### src/rtl/rpd_pkg.sv
`default_nettype none
// ============================================================================
//  Module   : rpd_pkg
//  Purpose  : Shared types and default widths for the record sequencer path.
//  Revision : 1.0  initial release
// ============================================================================
package rpd_pkg;

    // Default widths for the record length counter and the record index.
    localparam int unsigned c_CTR_WIDTH = 24;
    localparam int unsigned c_ID_WIDTH  = 8;

    // Sequencer states; the encoding is visible on the debug state port.
    typedef enum logic [1:0] {
        REC_IDLE = 2'd0,
        REC_ARM  = 2'd1,
        REC_RUN  = 2'd2,
        REC_DONE = 2'd3
    } rec_state_t;

endpackage
`default_nettype wire

### src/rtl/rec_len_ctr.sv
`default_nettype none
// ============================================================================
//  Module   : rec_len_ctr
//  Purpose  : Loadable down-counter of samples remaining in a record, with a
//             flag that marks the final sample. Saturates at zero.
//  Revision : 1.0  initial release
// ============================================================================
module rec_len_ctr
    import rpd_pkg::*;
#(
    parameter int unsigned CTR_WIDTH = c_CTR_WIDTH
) (
    input  logic                 i_clk,
    input  logic                 i_nrst,
    input  logic                 i_ce,
    input  logic                 i_load,
    input  logic [CTR_WIDTH-1:0] i_load_val,
    input  logic                 i_dec,
    output logic                 o_last
);

    localparam logic [CTR_WIDTH-1:0] c_ONE = CTR_WIDTH'(1);

    logic [CTR_WIDTH-1:0] r_count;

    // Load takes priority over decrement; the count never wraps below zero.
    always_ff @(posedge i_clk or negedge i_nrst) begin
        if (!i_nrst) begin
            r_count <= '0;
        end else if (i_ce) begin
            if (i_load) begin
                r_count <= i_load_val;
            end else if (i_dec && (r_count != '0)) begin
                r_count <= r_count - c_ONE;
            end
        end
    end

    assign o_last = (r_count == c_ONE);

endmodule
`default_nettype wire

### src/rtl/record_seq.sv
`default_nettype none
// ============================================================================
//  Module   : record_seq
//  Purpose  : Record sequencer. Arms a record, clears the downstream sample
//             counter, gates exactly N ADC sample strobes through, then
//             reports completion. Supports continuous records and abort.
//  Revision : 1.0  initial release
// ============================================================================
module record_seq
    import rpd_pkg::*;
#(
    parameter int unsigned CTR_WIDTH = c_CTR_WIDTH,
    parameter int unsigned ID_WIDTH  = c_ID_WIDTH
) (
    input  logic                 i_clk,
    input  logic                 i_nrst,
    input  logic                 i_ce,
    input  logic                 i_start,
    input  logic                 i_abort,
    input  logic                 i_cont,
    input  logic [CTR_WIDTH-1:0] i_cfg_len,
    input  logic                 i_sample_stb,
    output logic                 o_new_record,
    output logic                 o_signal_valid,
    output logic                 o_busy,
    output logic                 o_done,
    output logic                 o_aborted,
    output logic [ID_WIDTH-1:0]  o_rec_id,
    output logic [1:0]           o_state
);

    localparam logic [ID_WIDTH-1:0] c_ID_ONE = ID_WIDTH'(1);

    rec_state_t           r_state;
    rec_state_t           w_state_nxt;
    logic [CTR_WIDTH-1:0] r_len;
    logic [ID_WIDTH-1:0]  r_rec_id;
    logic                 r_aborted;

    logic                 w_load;
    logic [CTR_WIDTH-1:0] w_load_val;
    logic                 w_abort_take;
    logic                 w_sample_pass;
    logic                 w_last;

    // Remaining-sample counter; reloaded on start and on continuous restart.
    rec_len_ctr #(
        .CTR_WIDTH (CTR_WIDTH)
    ) u_len_ctr (
        .i_clk      (i_clk),
        .i_nrst     (i_nrst),
        .i_ce       (i_ce),
        .i_load     (w_load),
        .i_load_val (w_load_val),
        .i_dec      (w_sample_pass),
        .o_last     (w_last)
    );

    // Next-state decode; abort beats the final sample in the same cycle.
    always_comb begin
        w_state_nxt   = r_state;
        w_load        = 1'b0;
        w_load_val    = r_len;
        w_abort_take  = 1'b0;
        w_sample_pass = 1'b0;
        case (r_state)
            REC_IDLE: begin
                if (i_start && (i_cfg_len != '0)) begin
                    w_state_nxt = REC_ARM;
                    w_load      = 1'b1;
                    w_load_val  = i_cfg_len;
                end
            end
            REC_ARM: begin
                if (i_abort) begin
                    w_state_nxt  = REC_IDLE;
                    w_abort_take = 1'b1;
                end else begin
                    w_state_nxt = REC_RUN;
                end
            end
            REC_RUN: begin
                if (i_abort) begin
                    w_state_nxt  = REC_IDLE;
                    w_abort_take = 1'b1;
                end else if (i_sample_stb) begin
                    w_sample_pass = 1'b1;
                    if (w_last) begin
                        w_state_nxt = REC_DONE;
                    end
                end
            end
            REC_DONE: begin
                // Continuous mode reuses the latched length, not i_cfg_len.
                if (i_cont) begin
                    w_state_nxt = REC_ARM;
                    w_load      = 1'b1;
                    w_load_val  = r_len;
                end else begin
                    w_state_nxt = REC_IDLE;
                end
            end
            default: begin
                w_state_nxt = REC_IDLE;
            end
        endcase
    end

    // State register, advanced only on enabled cycles.
    always_ff @(posedge i_clk or negedge i_nrst) begin
        if (!i_nrst) begin
            r_state <= REC_IDLE;
        end else if (i_ce) begin
            r_state <= w_state_nxt;
        end
    end

    // Latched record length, captured whenever the counter is loaded.
    always_ff @(posedge i_clk or negedge i_nrst) begin
        if (!i_nrst) begin
            r_len <= '0;
        end else if (i_ce && w_load) begin
            r_len <= w_load_val;
        end
    end

    // Completed-record index, bumped once per DONE cycle and free to wrap.
    always_ff @(posedge i_clk or negedge i_nrst) begin
        if (!i_nrst) begin
            r_rec_id <= '0;
        end else if (i_ce && (r_state == REC_DONE)) begin
            r_rec_id <= r_rec_id + c_ID_ONE;
        end
    end

    // Abort flag, held across disabled cycles until the next enabled one.
    always_ff @(posedge i_clk or negedge i_nrst) begin
        if (!i_nrst) begin
            r_aborted <= 1'b0;
        end else if (i_ce) begin
            r_aborted <= w_abort_take;
        end
    end

    // Pulses are qualified by i_ce so each appears on exactly one enabled cycle.
    assign o_new_record   = (r_state == REC_ARM) & i_ce;
    assign o_done         = (r_state == REC_DONE) & i_ce;
    assign o_aborted      = r_aborted & i_ce;
    assign o_signal_valid = w_sample_pass & i_ce;
    assign o_busy         = (r_state == REC_ARM) | (r_state == REC_RUN);
    assign o_rec_id       = r_rec_id;
    assign o_state        = r_state;

endmodule
`default_nettype wire

### config.mk
export PLATFORM = sky130hd
export DESIGN_NAME = record_seq
export DESIGN_NICKNAME = d
export VERILOG_FILES = /design/src/rtl/rpd_pkg.sv /design/src/rtl/rec_len_ctr.sv /design/src/rtl/record_seq.sv
export SDC_FILE = /design/constraint.sdc
export NUM_CORES = 1
export LEC_CHECK = 0
export CAP_MARGIN = 20
export CORE_MARGIN = 2
export CORE_UTILIZATION = 32
export DETAILED_ROUTE_END_ITERATION = 8
export GPL_TIMING_DRIVEN = 0
export PLACE_DENSITY = 0.6
export SLEW_MARGIN = 20
export SYNTH_ARGS = -nofsm -noshare
export SYNTH_HDL_FRONTEND = slang
export SYNTH_SLANG_ARGS = --single-unit
export TNS_END_PERCENT = 10
### constraint.sdc
create_clock -name i_clk -period 4.1 [get_ports i_clk]
set_input_delay 0.615 -clock i_clk [delete_from_list [all_inputs] [get_ports i_clk]]
set_output_delay 0.615 -clock i_clk [all_outputs]
set_load 0.02 [all_outputs]
Word level (Yosys, flattened, before mapping). Index checks and enable logic that the tools add are counted. W data, S select, Z words.

Register bits: 59. Input port bits: 31. Output and inout bits: 15. Word-level logic and storage cells: 49.

$add $sub $neg: 2. Equal/unequal tests: 7. Multiplexer cells: 19. Bitwise operators: 5. Reductions and logical operators: 11.

Operator list (number): $mux W24 (4); $reduce_bool A24 Y1 (2); $eq A24 B1 Y1 const B (1); $sub A24 B1 Y24 const B (1); $mux W2 (5); $add A8 B1 Y8 const B (1); $mux W1 (8); $pmux W2 S4 (1); $and A1 B1 Y1 (4); $eq A2 B2 Y1 const B (2); $logic_and A1 B1 Y1 (4); $reduce_and A4 Y1 (1); $ne A3 B2 Y1 const B (1); $ne A3 B3 Y1 const B (1); $eq A2 B1 Y1 const B (1); $logic_not A2 Y1 (1); $ne A2 B2 Y1 const B (1); $pmux W1 S2 (1); $reduce_and A2 Y1 (1); $reduce_bool A2 Y1 (1); $reduce_or A2 Y1 (1); $or A1 B1 Y1 (1).

Logic depth before layout (Yosys ltp).
Word-level depth: 6. Depth in mapped cells: 9. Gate-level depth less buffers: 8.

Modules after synthesis. A second synthesis with hierarchy kept.

Cells, all modules: 337. Area total of the unflattened synthesis: 3648.5 µm².

Modules (own cells, without submodules): record_seq (instances 1, cells each 151, area each 1948.1 µm², seq. area each 875.8 µm²); rec_len_ctr (instances 1, cells each 186, area each 1700.4 µm², seq. area each 600.6 µm²).

Least setup slack after synthesis. Ideal clock, no wire load.

Kind: register -> register. From: reg r_state[0] (netlist: o_state[0]). To: reg r_len[13]. Setup time: 125 ps. Data arrival time: 2289 ps. Required time: 3975 ps. Slack: 1687 ps. Cell stages (with the launch flop): 9. Buffers on the path: 1. Clock period less this slack: 2413 ps. Path through: dfrtp_1 > inv_1 > ha_1 > a21oi_1 > o21a_4 > nand2_4 > nor2_2 > buf_6 > mux2_2.

Word-level cells in the longest chain between the ends: 3. Elaborated cells on any way between the ends: 5. Those cells by class: eq/ne: 1; mux: 2; reduce/logical: 2.

RTL lines: from (decl) (RTL line record_seq.sv:34) `rec_state_t r_state;`; from (signal assigned) (RTL line record_seq.sv:114) `r_state <= w_state_nxt;`; $eq A2 B2 Y1 / $logic_not A2 Y1 (equally long branches) (RTL line record_seq.sv:66) `case (r_state)`; $pmux W1 S2 (RTL line record_seq.sv:66); $logic_and A1 B1 Y1 (RTL line record_seq.sv:122) `end else if (i_ce && w_load) begin`; to (signal assigned) (RTL line record_seq.sv:123) `r_len <= w_load_val;`; to (decl) (RTL line record_seq.sv:36) `logic [CTR_WIDTH-1:0] r_len;`.

Several ways; a longest one is shown, not always the timed one. A chain may end at the register's enable or synchronous reset.

Worst setup path in the final report.
From: in i_cfg_len[20]. To: reg u_len_ctr.r_count[14].

Word-level cells in the longest chain between the ends: 6. Elaborated cells on any way between the ends: 9. Those cells by class: mux: 5; reduce/logical: 4.

RTL lines: from (decl) (RTL line record_seq.sv:21) `input logic [CTR_WIDTH-1:0] i_cfg_len,`; $reduce_bool A24 Y1 * (RTL line record_seq.sv:68) `if (i_start && (i_cfg_len != '0)) begin`; $logic_and A1 B1 Y1 * (RTL line record_seq.sv:68); $mux W1 (RTL line record_seq.sv:68); $pmux W1 S2 (RTL line record_seq.sv:66); $reduce_bool A2 Y1 (no source line); $reduce_and A2 Y1 (no source line); to (signal assigned) (RTL line rec_len_ctr.sv:32) `r_count <= i_load_val;`; to (signal assigned) (RTL line rec_len_ctr.sv:34) `r_count <= r_count - c_ONE;`; to (decl) (RTL line rec_len_ctr.sv:24) `logic [CTR_WIDTH-1:0] r_count;`.

Every way passes the cells marked *; elsewhere a longest branch is shown, timed or not.

==> flow_summary.toml <==
[power]
p_leak_nw = 1.74
irDropWorstVdd_uv = 273
p_per_area_nw_per_um2 = 580
power_mw = 2.51

[logic_synthesis]
synth-seq-cells = 59
yosysWarnings = 0
synth_top_cell_area_share_pct = 41.8
synth_simple_gate_area_share_pct = 18.1
netlist_area_sq_um = 3530
synth.largest_area_cell = "dfrtp_1"
ys_types = 63
synth_top_family_by_area = "compound AO/OA/AOI/OAI gates"
yosys-top-cells-area = "dfrtp_1 (42%), mux2_2 (8.0%), o21ai_0 (3.5%)"
async_flop_share_pct = 100
synth-compound-area-share_pct = 23.1
seq_area_frac_synth_pct = 41.8
syn_area_per_cell_sq_um = 9.80
ys.flop_type = "dfrtp_1"
synth_xor_xnor_area_share_pct = 1.74
synthCells = 360
synthMuxAreaShare_pct = 8.26
synth_edf_count = 0
synthAdderAreaFrac_pct = 3.19
synth_fp_nets = 400

[flow_run]
cap_viol_max_count = 0

[floorplanning]
rows = 38
start_util_pct = 32.7
core_area_sq_um = 10800
die_x_um = 109
ios = 46
die_h_um = 109
die_area_sq_um = 11900

[clocking]
cts-htree-levels = 3
cts-root-buf = "clkbuf_8"
cts_tree = "done"
cts_buffer_depth = 2
cts_hold_buf = 0
insertion_delay_ns = 0.35
cts-buffers-inserted = 9
clk_pin_slew_ns = 0.07
post-cts-setup-buffers = 0
cts_sinks = 59
postCtsResizedCells = 0

[place]
hpwl_um = 7610
place_congestion = 0.931
placed_cells = 546
portBuffers = 45

[sta]
slew_viol_final = 0
finalHoldViolCount = 0
fmax_ghz = 0.321
min_period_over_period_pct = 75.9
period_minus_slack_ns = 3.11
slew_headroom_pct = 42.3
tightest_slew_ns = 0.857
skew_ns = 0.00804
timing.hold.ws_ns = 0.160
fin_setup_tns_ns = 0
grt_setup_unrepaired = "false"
setup_violations = 0

[critical_path]
cp.required_ns = 4.33
cp-start-kind = "input port"
cp.arrival_ns = 3.34
endpoint_kind = "flop"
timing.setup.critical_path_class = "input port to flop"
worstPathMaxFanout = 10

[detailed_routing]
vias_per_cell = 5.77
wl_um = 10300
drt-initial-drc-count = 224
num_vias = 3240
drc_errors = 0
wl_per_cell_um = 18.3
ant_nets = 0
first_pass_iters = 4

[cells_and_area]
diodes = 0
regArea_sq_um = 1480
multi_input_area_sq_um = 1920
nets = 457
finalNonFillerCells = 562
area_delta_synth_final_pct = 22.8
drive_above_1_share_pct = 15.4
final_cell_mix = "dfrtp_1 (59), clkdlybuf4s50_1 (44), nor2_1 (33), mux2_2 (25), o21ai_0 (25)"
final_common_cell = "dfrtp_1"
fillers = 1107

[global_route]
grt_pass1_vias = 3212
grt_max_degree = 37
grt_pass1_wl_um = 16700
antenna_found_initial = 0
track_usage_pct = 18.5
grt_overflow = 0

[status]
status = "complete, no violations"

[worst_hold_path]
hp-class = "input port to asynchronous set/reset pin"
==> final timing paths <==
kind                               start                     to  slack, ns  depth (start not counted)
min in group i_clk           o_rec_id[7]            o_rec_id[7]       0.47                          1
max in group asynchronous         i_nrst             o_state[1]       3.43                          2
max                        i_cfg_len[20]  u_len_ctr.r_count[14]       0.99                          8
max reg2reg                   o_state[0]  u_len_ctr.r_count[10]       1.24                          7
min reg2reg                  o_rec_id[7]            o_rec_id[7]       0.47                          1
min                               i_nrst               r_len[6]       0.16                          1
==> power breakdown <==
part	total, mW	leakage [nW]	switching [mW]	internal (mW)
combinational	1.07	0.901	0.635	0.439
clock	0.467	0.0791	0.251	0.216
sequential	0.971	0.759	0.186	0.785
total	2.51	1.74	1.07	1.44
==> per-layer routing <==
layer	wire length [um]	track usage (%)	up-vias
met1	4650	25.2	1597
met5	0	0	-
met3	599	3.41	27
met4	389	9.98	0
met2	4640	27.8	121
li1	-	-	1495
==> Yosys cell counts, types with 4 or more instances <==
master,count
dfrtp_1,59
nor2_1,33
mux2_2,25
o21ai_0,25
nand2_1,23
a21oi_1,20
nor3_1,18
nand3_1,12
a221oi_1,10
ha_1,9
nor4_1,9
inv_1,8
a211o_1,6
a211oi_1,6
a311oi_1,6
and2_1,5
and3_1,5
buf_2,5
clkbuf_1,5
xnor2_1,5
a32oi_1,4
buf_6,4
o21ai_2,4
==> flip-flops by register name (all words and copies together) (netlist names) <==
| register | cells |
|---|---|
| o_rec_id | 8 |
| o_state | 2 |
| r_aborted | 1 |
| r_len | 24 |
| u_len_ctr.r_count | 24 |
==> kinds of logic (layout without fill, tap and decap cells) <==
logic type      count (synthesis)  in the layout
fa+ha+maj                       9              9
mux                            26             26
simple gates                  122            122
buf+inv                        24             86
xor+xnor                        7              7
flops                          59             59
compound gates                113            113
==> through the flow <==
step	setup slack (ns)	instance area, sq um	utilization [%]
global placement	0.439	4160	38.5
global route	0.908	4330	40.2
floorplan	1.69	3530	-
finish	0.988	4330	40.2
CTS	1.08	4330	40.2
detailed placement	0.732	4170	38.7
==> layout make-up <==
class / instances / share of cell area, %
buffer: 16 / 2.31
clock inverter: 5 / 0.693
timing repair buffer: 46 / 10.8
tap: 140 / 4.04
inverter: 8 / 0.693
multi-input combinational: 277 / 44.4
sequential: 59 / 34.1
clock buffer: 11 / 3.03
==> worst max-delay path, stage by stage <==
cell             delay (ns)
clkdlybuf4s50_1        0.45
nor4_1                 0.77
nand2_1                0.32
o21ai_2                0.42
buf_6                  0.21
mux2i_1                0.32
nand2_1                0.10
o211a_1                0.14
Power figures use the tool's default switching activity.
